## src/rtl/cond_sum_seq_adder_ctrl_pkg.sv

```systemverilog
// Shared constants and FSM encoding for the sequential conditional-sum adder controllers.
package cond_sum_seq_adder_ctrl_pkg;

    localparam int unsigned DEF_BLOCK_LEN = 4;

    typedef enum logic [1:0] {
        StIdle = 2'd0,
        StRun  = 2'd1,
        StDone = 2'd2
    } adder_state_e;

endpackage

```

## src/rtl/cond_sum_block_slice.sv

```systemverilog
// Combinational conditional-sum block: forms carry-in 0 and 1 results, then picks one.
module cond_sum_block_slice #(
    parameter int unsigned BLOCK_LEN = 4
) (
    input  logic [BLOCK_LEN-1:0] a_k,
    input  logic [BLOCK_LEN-1:0] b_k,
    input  logic                 sel_carry,
    output logic [BLOCK_LEN-1:0] sum_k,
    output logic                 cout_k
);

    logic [BLOCK_LEN:0] res0;
    logic [BLOCK_LEN:0] res1;

    assign res0 = {1'b0, a_k} + {1'b0, b_k};
    assign res1 = {1'b0, a_k} + {1'b0, b_k} + {{BLOCK_LEN{1'b0}}, 1'b1};

    always_comb begin
        if (sel_carry) begin
            sum_k  = res1[BLOCK_LEN-1:0];
            cout_k = res1[BLOCK_LEN];
        end else begin
            sum_k  = res0[BLOCK_LEN-1:0];
            cout_k = res0[BLOCK_LEN];
        end
    end

endmodule

```

## src/rtl/cond_sum_seq_adder_ctrl.sv

```systemverilog
// Multi-cycle wide adder: one conditional-sum block per cycle, LSB block first,
// with the registered running carry choosing between the two block results.
module cond_sum_seq_adder_ctrl
    import cond_sum_seq_adder_ctrl_pkg::*;
#(
    parameter int unsigned WIDTH     = 32,
    parameter int unsigned BLOCK_LEN = DEF_BLOCK_LEN
) (
    input  logic             clk,
    input  logic             rst_n,
    input  logic             in_valid,
    output logic             in_ready,
    input  logic [WIDTH-1:0] a,
    input  logic [WIDTH-1:0] b,
    input  logic             cin,
    output logic             out_valid,
    input  logic             out_ready,
    output logic [WIDTH-1:0] sum,
    output logic             cout,
    output logic             busy
);

    localparam int unsigned NUM_BLK = WIDTH / BLOCK_LEN;
    localparam int unsigned CntW    = (NUM_BLK > 1) ? $clog2(NUM_BLK) : 1;
    localparam logic [CntW-1:0] LastCnt = CntW'(NUM_BLK - 1);

    adder_state_e state_q, state_d;
    logic [CntW-1:0]  cnt_q, cnt_d;
    logic [WIDTH-1:0] a_q, a_d;
    logic [WIDTH-1:0] b_q, b_d;
    logic [WIDTH-1:0] sum_q, sum_d;
    logic             carry_q, carry_d;
    logic             cout_q, cout_d;

    logic [BLOCK_LEN-1:0] a_blk;
    logic [BLOCK_LEN-1:0] b_blk;
    logic [BLOCK_LEN-1:0] slice_sum;
    logic                 slice_carry;

    // Constant-index slice mux keeps the block select free of variable part-selects.
    always_comb begin
        a_blk = '0;
        b_blk = '0;
        for (int unsigned k = 0; k < NUM_BLK; k++) begin
            if (cnt_q == CntW'(k)) begin
                a_blk = a_q[k*BLOCK_LEN +: BLOCK_LEN];
                b_blk = b_q[k*BLOCK_LEN +: BLOCK_LEN];
            end
        end
    end

    cond_sum_block_slice #(
        .BLOCK_LEN (BLOCK_LEN)
    ) u_slice (
        .a_k       (a_blk),
        .b_k       (b_blk),
        .sel_carry (carry_q),
        .sum_k     (slice_sum),
        .cout_k    (slice_carry)
    );

    always_comb begin
        state_d = state_q;
        cnt_d   = cnt_q;
        a_d     = a_q;
        b_d     = b_q;
        sum_d   = sum_q;
        carry_d = carry_q;
        cout_d  = cout_q;

        unique case (state_q)
            StIdle: begin
                if (in_valid) begin
                    a_d     = a;
                    b_d     = b;
                    carry_d = cin;
                    cnt_d   = '0;
                    state_d = StRun;
                end
            end
            StRun: begin
                for (int unsigned k = 0; k < NUM_BLK; k++) begin
                    if (cnt_q == CntW'(k)) begin
                        sum_d[k*BLOCK_LEN +: BLOCK_LEN] = slice_sum;
                    end
                end
                carry_d = slice_carry;
                if (cnt_q == LastCnt) begin
                    cout_d  = slice_carry;
                    cnt_d   = '0;
                    state_d = StDone;
                end else begin
                    cnt_d = cnt_q + CntW'(1);
                end
            end
            StDone: begin
                if (out_ready) begin
                    state_d = StIdle;
                end
            end
            default: state_d = StIdle;
        endcase
    end

    always_ff @(posedge clk or negedge rst_n) begin
        if (!rst_n) begin
            state_q <= StIdle;
            cnt_q   <= '0;
            a_q     <= '0;
            b_q     <= '0;
            sum_q   <= '0;
            carry_q <= 1'b0;
            cout_q  <= 1'b0;
        end else begin
            state_q <= state_d;
            cnt_q   <= cnt_d;
            a_q     <= a_d;
            b_q     <= b_d;
            sum_q   <= sum_d;
            carry_q <= carry_d;
            cout_q  <= cout_d;
        end
    end

    assign in_ready  = (state_q == StIdle);
    assign out_valid = (state_q == StDone);
    assign busy      = (state_q == StRun) || (state_q == StDone);
    assign sum       = sum_q;
    assign cout      = cout_q;

endmodule

```

## config.mk

```make
export PLATFORM = sky130hd
export DESIGN_NAME = cond_sum_seq_adder_ctrl
export DESIGN_NICKNAME = d
export VERILOG_FILES = /design/src/rtl/cond_sum_seq_adder_ctrl_pkg.sv /design/src/rtl/cond_sum_block_slice.sv /design/src/rtl/cond_sum_seq_adder_ctrl.sv
export SDC_FILE = /design/constraint.sdc
export NUM_CORES = 1
export LEC_CHECK = 0
export ABC_AREA = 1
export CAP_MARGIN = 15
export CORE_UTILIZATION = 30
export CTS_CLUSTER_SIZE = 20
export DETAILED_ROUTE_END_ITERATION = 8
export GPL_TIMING_DRIVEN = 0
export SLEW_MARGIN = 5
export SYNTH_ARGS = -nofsm -noshare
export SYNTH_HDL_FRONTEND = slang
export SYNTH_SLANG_ARGS = --single-unit
```

## constraint.sdc

```tcl
create_clock -name clk -period 2.8 [get_ports clk]
set_input_delay 0.56 -clock clk [delete_from_list [all_inputs] [get_ports clk]]
set_output_delay 0.56 -clock clk [all_outputs]
set_load 0.01 [all_outputs]
```

# Yosys cells after proc, flatten, opt, wreduce, memory -nomap -nowiden
# Cells that the tools add are included.
# classes
addsub,3
n_eq_ne,12
mux,27
reduce_logical,15
# op_table
operator,count
$mux 4,17
$reduce_and 2->1,10
$eq 3x3->1 const B,4
$eq 3x2->1 const B,2
$mux 2,3
$mux 3,2
$pmux 2 s3,1
$pmux 3 s2,1
$add 4x4->5,1
$add 5x1->5 const B,1
$ne 2x2->1 const B,2
$add 3x1->3 const B,1
$eq 3x1->1 const B,1
$logic_not 3->1,1
$reduce_and 3->1,1
$eq 2x1->1 const B,1
$eq 2x2->1 const B,1
$logic_not 2->1,1
$mux 1,2
$ne 2x1->1 const B,1
$pmux 1 s2,1
$reduce_bool 2->1,1
$logic_or 1x1->1,1
# totals
ff_bits,103
in_bits,69
out_inout_bits,36
word_cells,71

# Logic depth before layout (Yosys ltp)
# Gate-level depths: netlist of the first run.
# logic_depth
depth_word,13
depth_mapped,23

# Hierarchy
# A second synthesis of the first run with hierarchy kept.
# unflattened
cells_unflattened,523
hier_area_um2,4936.0
# modules_own_cells
mod,n_inst,cells_per_inst,area_per_inst_um2,seq_area_each_um2
cond_sum_seq_adder_ctrl,1,478,4682.0,2577.5
cond_sum_block_slice,1,45,254.0,0.0

# Worst setup path before layout of the first run
# No wires, ideal clock.
# synth_timing
path_type,register to register
start,reg cnt_q[2]
end,"reg sum_q[2], in the netlist sum[2]"
arrival_ns,2.962
setup_slack_ns,-0.281
stages_incl_launch_ff,18
path_buffers,1
path_cell_list,dfrtp_1 -> inv_2 -> ha_1 -> inv_1 -> clkbuf_1 -> or2_2 -> nand3_1 -> nand2_1 -> nand2_1 -> a21oi_1 -> fa_1 -> ha_1 -> inv_1 -> nor3_1 -> inv_1 -> nand2_1 -> nand2_1 -> o21a_1
# synth_between
elab_chain_cells,12
word_cells_on_any_way,28
classes_between,2 x add/sub; 7 x eq/ne; 17 x mux; 2 x reduce/logical
# synth_rtl
element,line_no,source
"start, declared",cond_sum_seq_adder_ctrl.sv:28,"logic [CntW-1:0] cnt_q, cnt_d;"
"start signal, assigned",cond_sum_seq_adder_ctrl.sv:116,cnt_q <= cnt_d;
$logic_not 3->1,"cond_sum_seq_adder_ctrl.sv:45, cond_sum_seq_adder_ctrl.sv:83",
$mux 4 (8 in series),cond_sum_seq_adder_ctrl.sv:45,if (cnt_q == CntW'(k)) begin
$add 4x4->5,"cond_sum_block_slice.sv:15, cond_sum_block_slice.sv:16",
$add 5x1->5,cond_sum_block_slice.sv:16,"assign res1 = {1'b0, a_k} + {1'b0, b_k} + {{BLOCK_LEN{1'b0}}, 1'b1};"
$mux 4,cond_sum_block_slice.sv:19,if (sel_carry) begin
"end signal, assigned",cond_sum_seq_adder_ctrl.sv:119,sum_q <= sum_d;
"end, declared",cond_sum_seq_adder_ctrl.sv:31,"logic [WIDTH-1:0] sum_q, sum_d;"
# Several ways; a longest one is shown, not always the timed one.
# A chain may end at the register's enable or synchronous reset.

# Worst setup path after layout of the first run
# layout_timing
start,reg cnt_q[1]
end,"reg sum_q[30], in the netlist sum[30]"
# layout_between
elab_chain_cells,12
word_cells_on_any_way,28
classes_between,2 x add/sub; 7 x eq/ne; 17 x mux; 2 x reduce/logical
# layout_rtl
element,line_no
$logic_not 3->1,cond_sum_seq_adder_ctrl.sv:45
$mux 4 (8 in series),cond_sum_seq_adder_ctrl.sv:45
$add 4x4->5,"cond_sum_block_slice.sv:15, cond_sum_block_slice.sv:16"
$add 5x1->5,cond_sum_block_slice.sv:16
$mux 4,cond_sum_block_slice.sv:19
# Several ways; a longest one is shown, not always the timed one.

==> results of run 1 <==
[critical path: cells and delay by family (launching register included)]
family,cells,cell delay (ns)
AO/OA/AOI/OAI,3,0.39
adder cells (fa/ha/maj),5,1.36
buffers and inverters,5,0.63
flip-flops,1,0.47
AND/OR/NAND/NOR,2,0.18
[how the worst max path moves through the flow]
stage | slack, ns | depth (start not counted) | startpoint | end
floorplan | -0.07 | 19 | cnt_q[1]$_DFFE_PN0P_ | sum[2]$_DFFE_PN0P_
global placement | -3.03 | 1 | rst_n | cnt_q[2]$_DFFE_PN0P_
detailed placement | -0.56 | 17 | cnt_q[0]$_DFFE_PN0P_ | sum[3]$_DFFE_PN0P_
CTS | -0.32 | 20 | cnt_q[0]$_DFFE_PN0P_ | sum[29]$_DFFE_PN0P_
global route | -0.45 | 22 | cnt_q[0]$_DFFE_PN0P_ | carry_q$_DFFE_PN0P_
finish | -0.30 | 15 | cnt_q[1]$_DFFE_PN0P_ | sum[30]$_DFFE_PN0P_
[metrics by stage]
stage,TNS (ns),area [um^2]
3_3_place_gp,-283.96,6450
6_report,-6.28,7020
4_1_cts,-6.91,6900
2_1_floorplan,-0.556,5140
3_5_place_dp,-13.35,6470
5_1_grt,-10.81,7020
[cells in the final DEF, fill, tap and decap left out, types with 9 or more instances in the layout]
cell type          n
dfrtp_1          100
nor2_1            39
nand2_2           14
o21ai_0            9
mux2_2            65
nand3_1           31
a21oi_1           11
clkdlybuf4s50_1  103
nand2_1          113
clkbuf_16          9
inv_1             40
[layer usage]
metal	vias up	track usage [%]	wire length, um
li1	1933	-	-
met1	1874	20.2	5890
met2	96	26.1	6130
met3	13	3.01	472
met4	0	4.39	156
met5	-	0	0
[kinds of logic after synthesis]
family | after synthesis | synth area share, %
multiplexers | 71 | 16.0
AND/OR/NAND/NOR | 223 | 18.6
XOR/XNOR | 1 | 0.176
flip-flops | 103 | 51.7
AO/OA/AOI/OAI | 42 | 4.72
buffers and inverters | 62 | 4.94
adder cells (fa/ha/maj) | 15 | 3.91
[sequential cells by signal, summed over array words and instances (netlist names)]
| register | flops |
|---|---|
| a_q | 32 |
| b_q | 32 |
| carry_q | 1 |
| cnt_q | 3 |
| cout | 1 |
| state_q | 2 |
| sum | 32 |
[area by class of cell]
type | instances | area [um^2] | area share (%)
Tap cell | 216 | 270 | 3.85
Clock inverter | 2 | 16.3 | 0.232
Sequential cell | 103 | 2580 | 36.8
Multi-Input combinational cell | 352 | 2440 | 34.8
Buffer | 14 | 106 | 1.51
Timing Repair Buffer | 114 | 1150 | 16.4
Clock buffer | 13 | 260 | 3.71
Inverter | 48 | 193 | 2.74
[what timing repair did]
| item | CTS | global route |
|---|---|---|
| gates resized for setup | 25 | 29 |
| pin swaps | 11 | 5 |
| hold buffers | 0 | 0 |
| hold endpoints to repair | 0 | 0 |
| buffers inserted | 7 | 2 |
| endpoints found under the setup margin | 34 | 34 |
[power breakdown]
part / internal (mW) / switching [mW]
combinational: 3.01 / 3.60
sequential: 2.20 / 0.412
clock: 0.650 / 0.534
==> impl_results.md, run 1 <==
- Outcome: finished with violations
- Failing checks: negative setup slack
- Slew margin rel.: 58.4%
- Proportion of layout cells with a drive suffix above 1: 27.1%
- Drt drc: 0
- Yosys cell types: 26
- Critical Path Most Common Cell: ha_4
- Leak Pwr: 3.21 nW
- # diodes: 0
- Fillers: 1,524
- Total GRT Usage: 15.5%
- Commonest cells post-synth: 130 x nand2_1, 103 x dfrtp_1, 71 x mux2_2
- Pins Over Slew Limit: 0
- Power density over cell area: 1480 nW/um^2
- Initial antenna violation count: 0
- CTS Buf Count: 9
- Crit path launch type: flop
- Width of the chip: 131 um
- GPL Wtd Cong: 0.836
- Peak Freq: 323 MHz
- Clock skew: 0.00859 ns
- Post-Route Utilization: 43.7%
- Final Net Count: 726
- Register bit total from synthesis: 103
- CP peak stage delay: 0.61 ns
- Grt ovf: 0
- R2R Setup Slk: -0.30 ns
- Drt pass-1 iters: 5
- Die height: 131 um
- Least-Margin Pin Slew: 0.622 ns
- TritonCTS clock tree: done
- Worst Path Required: 3.07 ns
- Max rail drop VDD: 1.23 mV
- Via count: 3,916
- Avg Cell Area, Syn: 9.65 um^2
- WP data arrival: 3.37 ns
- Clock sinks: 103
- Starting Density: 31.1%
- Final min period: 3.10 ns
- Post-Synthesis Cells: 517
- Synth top area cells: dfrtp_1 52%, mux2_2 16%, nand2_1 9.8%
- Site Rows: 46
- Top-count cell post-synth: nand2_1
- Synth warn: 0
- Endpoints failing setup: 26
- Fin cells: 862
- Net count after synthesis: 601
- Post-Syn Area: 4990 um^2
- ANT nets after route: 0
- Reg-to-reg critical path endpoint: sum[30]$_DFFE_PN0P_
- Vias in the first global route: 3,967
- Largest net degree at the start of global routing: 63
- Core area: 16,100 um^2
- CP max stage cell: fa_2
- Clock transition at path regs: 0.06 ns
- Final worst slack: -0.299 ns
- H-Tree Depth: 3
- Iter 0 DRT Violations: 197
- Final hold vios: 0
- Maxcap violations: 0
- Reg2reg start: cnt_q[1]$_DFFE_PN0P_
- Share of flip-flops with an asynchronous set or reset: 100%
- Setup Crit Path Kind: flop to flop
- Die ar.: 17,100 um^2
- Cell taking the most area after synthesis: dfrtp_1
- Half-perimeter wire length after placement: 9580 um
- Final wirelength: 12,600 um
- Worst-path cell chain: ha_4 > ha_2 > inv_1 > clkbuf_4 > nand2_1 > inv_1 > a21oi_4 > ha_4 > fa_2 > ha_4 > inv_4 > o21ai_2 > nand2_8 > buf_4 > o21ai_2
- RSZ-0062 raised after global routing: yes
- Clk_lat worst skew: 0.34 ns
- # IOs: 105
- Post-route clock period utilization: 111%
- Share of the synthesized area in the top cell type: 51.7%
- Hold_ws: 0.210 ns
- Setup crit end kind: flop
- Overall Power: 10.4 mW
- Worst Hold Class: primary input to asynchronous set/reset pin
- Max Fanout on Critical Path: 10
- Vias per cell: 4.54
- Main synth FF type: dfrtp_1
- First-pass GRT wire length: 19,900 um
- WL per Instance: 14.7 um
- Clock Path Buffers: 2
- CTS root buffer: clkbuf_16
- Seq/Total Area, Yosys: 51.7%
- Area grow syn2layout: 40.8%
- Placed insts: 838
- Post-synth EDFFs: 0
- Worst r2r path cells: 15
- Port Buffers: 104
- Dpl ws: -0.561 ns
No activity file was read; power rests on OpenSTA's default activity.
==> inputs of run 2 (changes only) <==
Settings changed: CELL_PAD_IN_SITES_DETAIL_PLACEMENT set to 1, CELL_PAD_IN_SITES_GLOBAL_PLACEMENT set to 2, CORE_UTILIZATION 30 to 28, PLACE_DENSITY_LB_ADDON set to 0.1.
Clock period 2.8 ns to 2.6 ns, I/O delays scaled along.
==> run 2 against run 1 <==
The run still ends with negative setup slack left; critical path depth rose by 5; wire length rose by 10%; first-iteration DRC count fell by 52%; via count rose by 1.7%; total power rose by 12%; die area rose by 7.0%; critical endpoint is now carry_q$_DFFE_PN0P_; highest routed layer unchanged; clock-buffer cell count fell by 2; register-to-register slack got worse by 0.25 ns; critical path type unchanged; setup slack got worse by 0.25 ns; final cell count rose by 2.3%; combinational power rose by 12%; largest cell class unchanged; clock skew rose by 0.0039 ns.
==> impl_results.md, run 2 (same netlist as run 1, synthesis figures left out) <==
- Area after DPL: 6530 um^2
- Post-Route Setup TNS: -12.19 ns
- Dpl ws: -0.844 ns
- First-pass GRT wire length: 22,300 um
- Clock transition at path regs: 0.07 ns
- Reg2reg start: cnt_q[1]$_DFFE_PN0P_
- Pins Over Slew Limit: 0
- Reg-to-reg critical path endpoint: carry_q$_DFFE_PN0P_
- # IOs: 105
- Clock Path Buffers: 2
- # diodes: 0
- Vias in the first global route: 4,182
- Maxcap violations: 0
- CTS root buffer: clkbuf_16
- Least-Margin Pin Slew: 0.608 ns
- Die ar.: 18,400 um^2
- GRT met2 Usage: 27.8%
- Fillers: 1,920
- Crit path launch type: flop
- Grt ovf: 0
- Final worst slack: -0.552 ns
- Site Rows: 48
- Post-Route Utilization: 41.6%
- Worst r2r path cells: 20
- Hold_ws: 0.0818 ns
- GR Layer Usage met3: 2.43%
- Worst-path cell chain: buf_6 > ha_4 > nand2_4 > buf_8 > nand3_4 > nand2_2 > nand2_1 > nand2_1 > nand2_2 > nand2_2 > a21oi_4 > ha_4 > fa_2 > ha_4 > inv_4 > nor3_4 > nand4_1 > nand2_1 > nand2_1 > a21oi_2
- Largest net degree at the start of global routing: 61
- Via count: 3,981
- Most frequent cells in the layout: 109 x nand2_1, 103 x clkdlybuf4s50_1, 100 x dfrtp_1, 65 x mux2_2, 39 x nor2_1
- Final wirelength: 13,900 um
- WL per Instance: 15.8 um
- Setup crit end kind: flop
- Starting Density: 28.7%
- CP top delay family: adder cells
- Half-perimeter wire length after placement: 10,600 um
- CP max stage cell: fa_2
- Iter 0 DRT Violations: 95
- Fin area: 7210 um^2
- Initial antenna violation count: 0
- Post-route clock period utilization: 121%
- Proportion of layout cells with a drive suffix above 1: 30.4%
- Clk_lat worst skew: 0.36 ns
- Drt pass-1 iters: 4
- Commonest non-fill, non-tap cell in the layout: nand2_1
- Final Net Count: 736
- Core area: 17,400 um^2
- Total GRT Usage: 16.3%
- Worst Path Required: 2.88 ns
- Endpoints failing setup: 27
- Critical Path Most Common Cell: nand2_1
- Max rail drop VDD: 1.15 mV
- CTS Hold Buffers Added: 0
- Leak Pwr: 3.30 nW
- Drt drc: 0
- Slew margin rel.: 59.1%
- Power density over cell area: 1610 nW/um^2
- Peak Freq: 317 MHz
- GPL Wtd Cong: 0.741
- RSZ-0062 raised after global routing: yes
- TritonCTS clock tree: done
- Final min period: 3.15 ns
- Setup Crit Path Kind: flop to flop
- Max Fanout on Critical Path: 6
- Failing checks: negative setup slack
- Clock skew: 0.0125 ns
- M1 GR Usage: 20.8%
- WP data arrival: 3.43 ns
- Vias per cell: 4.51
- Area grow syn2layout: 44.6%
- Width of the chip: 135 um
- H-Tree Depth: 3
- Clock sinks: 103
- Critical path buffers and inverters: 3
- Die height: 135 um
- ANT nets after route: 0
- Worst Hold Class: primary input to asynchronous set/reset pin
- R2R Setup Slk: -0.55 ns
- Outcome: finished with violations
- CP peak stage delay: 0.62 ns
- Top Usage Layer GRT: met2
- Port Buffers: 104
- Final hold vios: 0
- CTS Buf Count: 9
## run 2: routing by layer
| metal | up-vias | wire [um] | share of wire, % |
|---|---|---|---|
| met5 | - | 0 | 0 |
| met4 | 0 | 225 | 1.6 |
| met3 | 12 | 407 | 2.9 |
| met2 | 70 | 6940 | 50 |
| met1 | 1953 | 6330 | 46 |
| li1 | 1946 | - | - |
## run 2: worst max path at each step
stage	startpoint	endpoint	slack, ns	depth (start not counted)
final	cnt_q[1]$_DFFE_PN0P_	carry_q$_DFFE_PN0P_	-0.55	20
after global routing	cnt_q[0]$_DFFE_PN0P_	carry_q$_DFFE_PN0P_	-0.73	21
after CTS	cnt_q[1]$_DFFE_PN0P_	sum[21]$_DFFE_PN0P_	-0.54	18
after detailed placement	cnt_q[1]$_DFFE_PN0P_	sum[6]$_DFFE_PN0P_	-0.84	21
after global placement	rst_n	cnt_q[2]$_DFFE_PN0P_	-3.52	1
after floorplan	cnt_q[1]$_DFFE_PN0P_	sum[2]$_DFFE_PN0P_	-0.26	19
## run 2: timing repair
action	CTS	global route
setup endpoints to repair	34	34
gates resized for setup	36	29
pin swaps	23	27
buffers inserted	15	4
## run 2: cell type report
type / count / area (um^2) / share of cell area [%]
Buffer: 14 / 111 / 1.54
Clock buffer: 11 / 243 / 3.37
Clock inverter: 5 / 56.3 / 0.781
Inverter: 48 / 198 / 2.74
Multi-Input combinational cell: 352 / 2510 / 34.9
Sequential cell: 103 / 2580 / 35.8
Tap cell: 225 / 282 / 3.90
Timing Repair Buffer: 124 / 1230 / 17.0
## run 2: metrics by stage
| stage | total power [mW] | cells |
|---|---|---|
| 2_1_floorplan | 6.92 | 517 |
| 3_3_place_gp | 8.86 | 846 |
| 3_5_place_dp | 9.07 | 847 |
| 4_1_cts | 11.3 | 878 |
| 5_1_grt | 12.7 | 882 |
| 6_report | 11.6 | 882 |
## run 2: worst register-to-register path, stage by stage (launching register included)
cell and delay [ns]:
dfrtp_2 0.45, buf_6 0.13, ha_4 0.17, nand2_4 0.10, buf_8 0.13, nand3_4 0.06, nand2_2 0.06, nand2_1 0.05
nand2_1 0.08, nand2_2 0.06, nand2_2 0.07, a21oi_4 0.08, ha_4 0.17, fa_2 0.62, ha_4 0.15, inv_4 0.04
nor3_4 0.21, nand4_1 0.14, nand2_1 0.12, nand2_1 0.07, a21oi_2 0.12
## run 2: report_power, final
part	internal [mW]	switching [mW]	total, mW
registers	2.37	0.447	2.82
clock network	0.774	0.620	1.39
logic	3.36	4.04	7.40
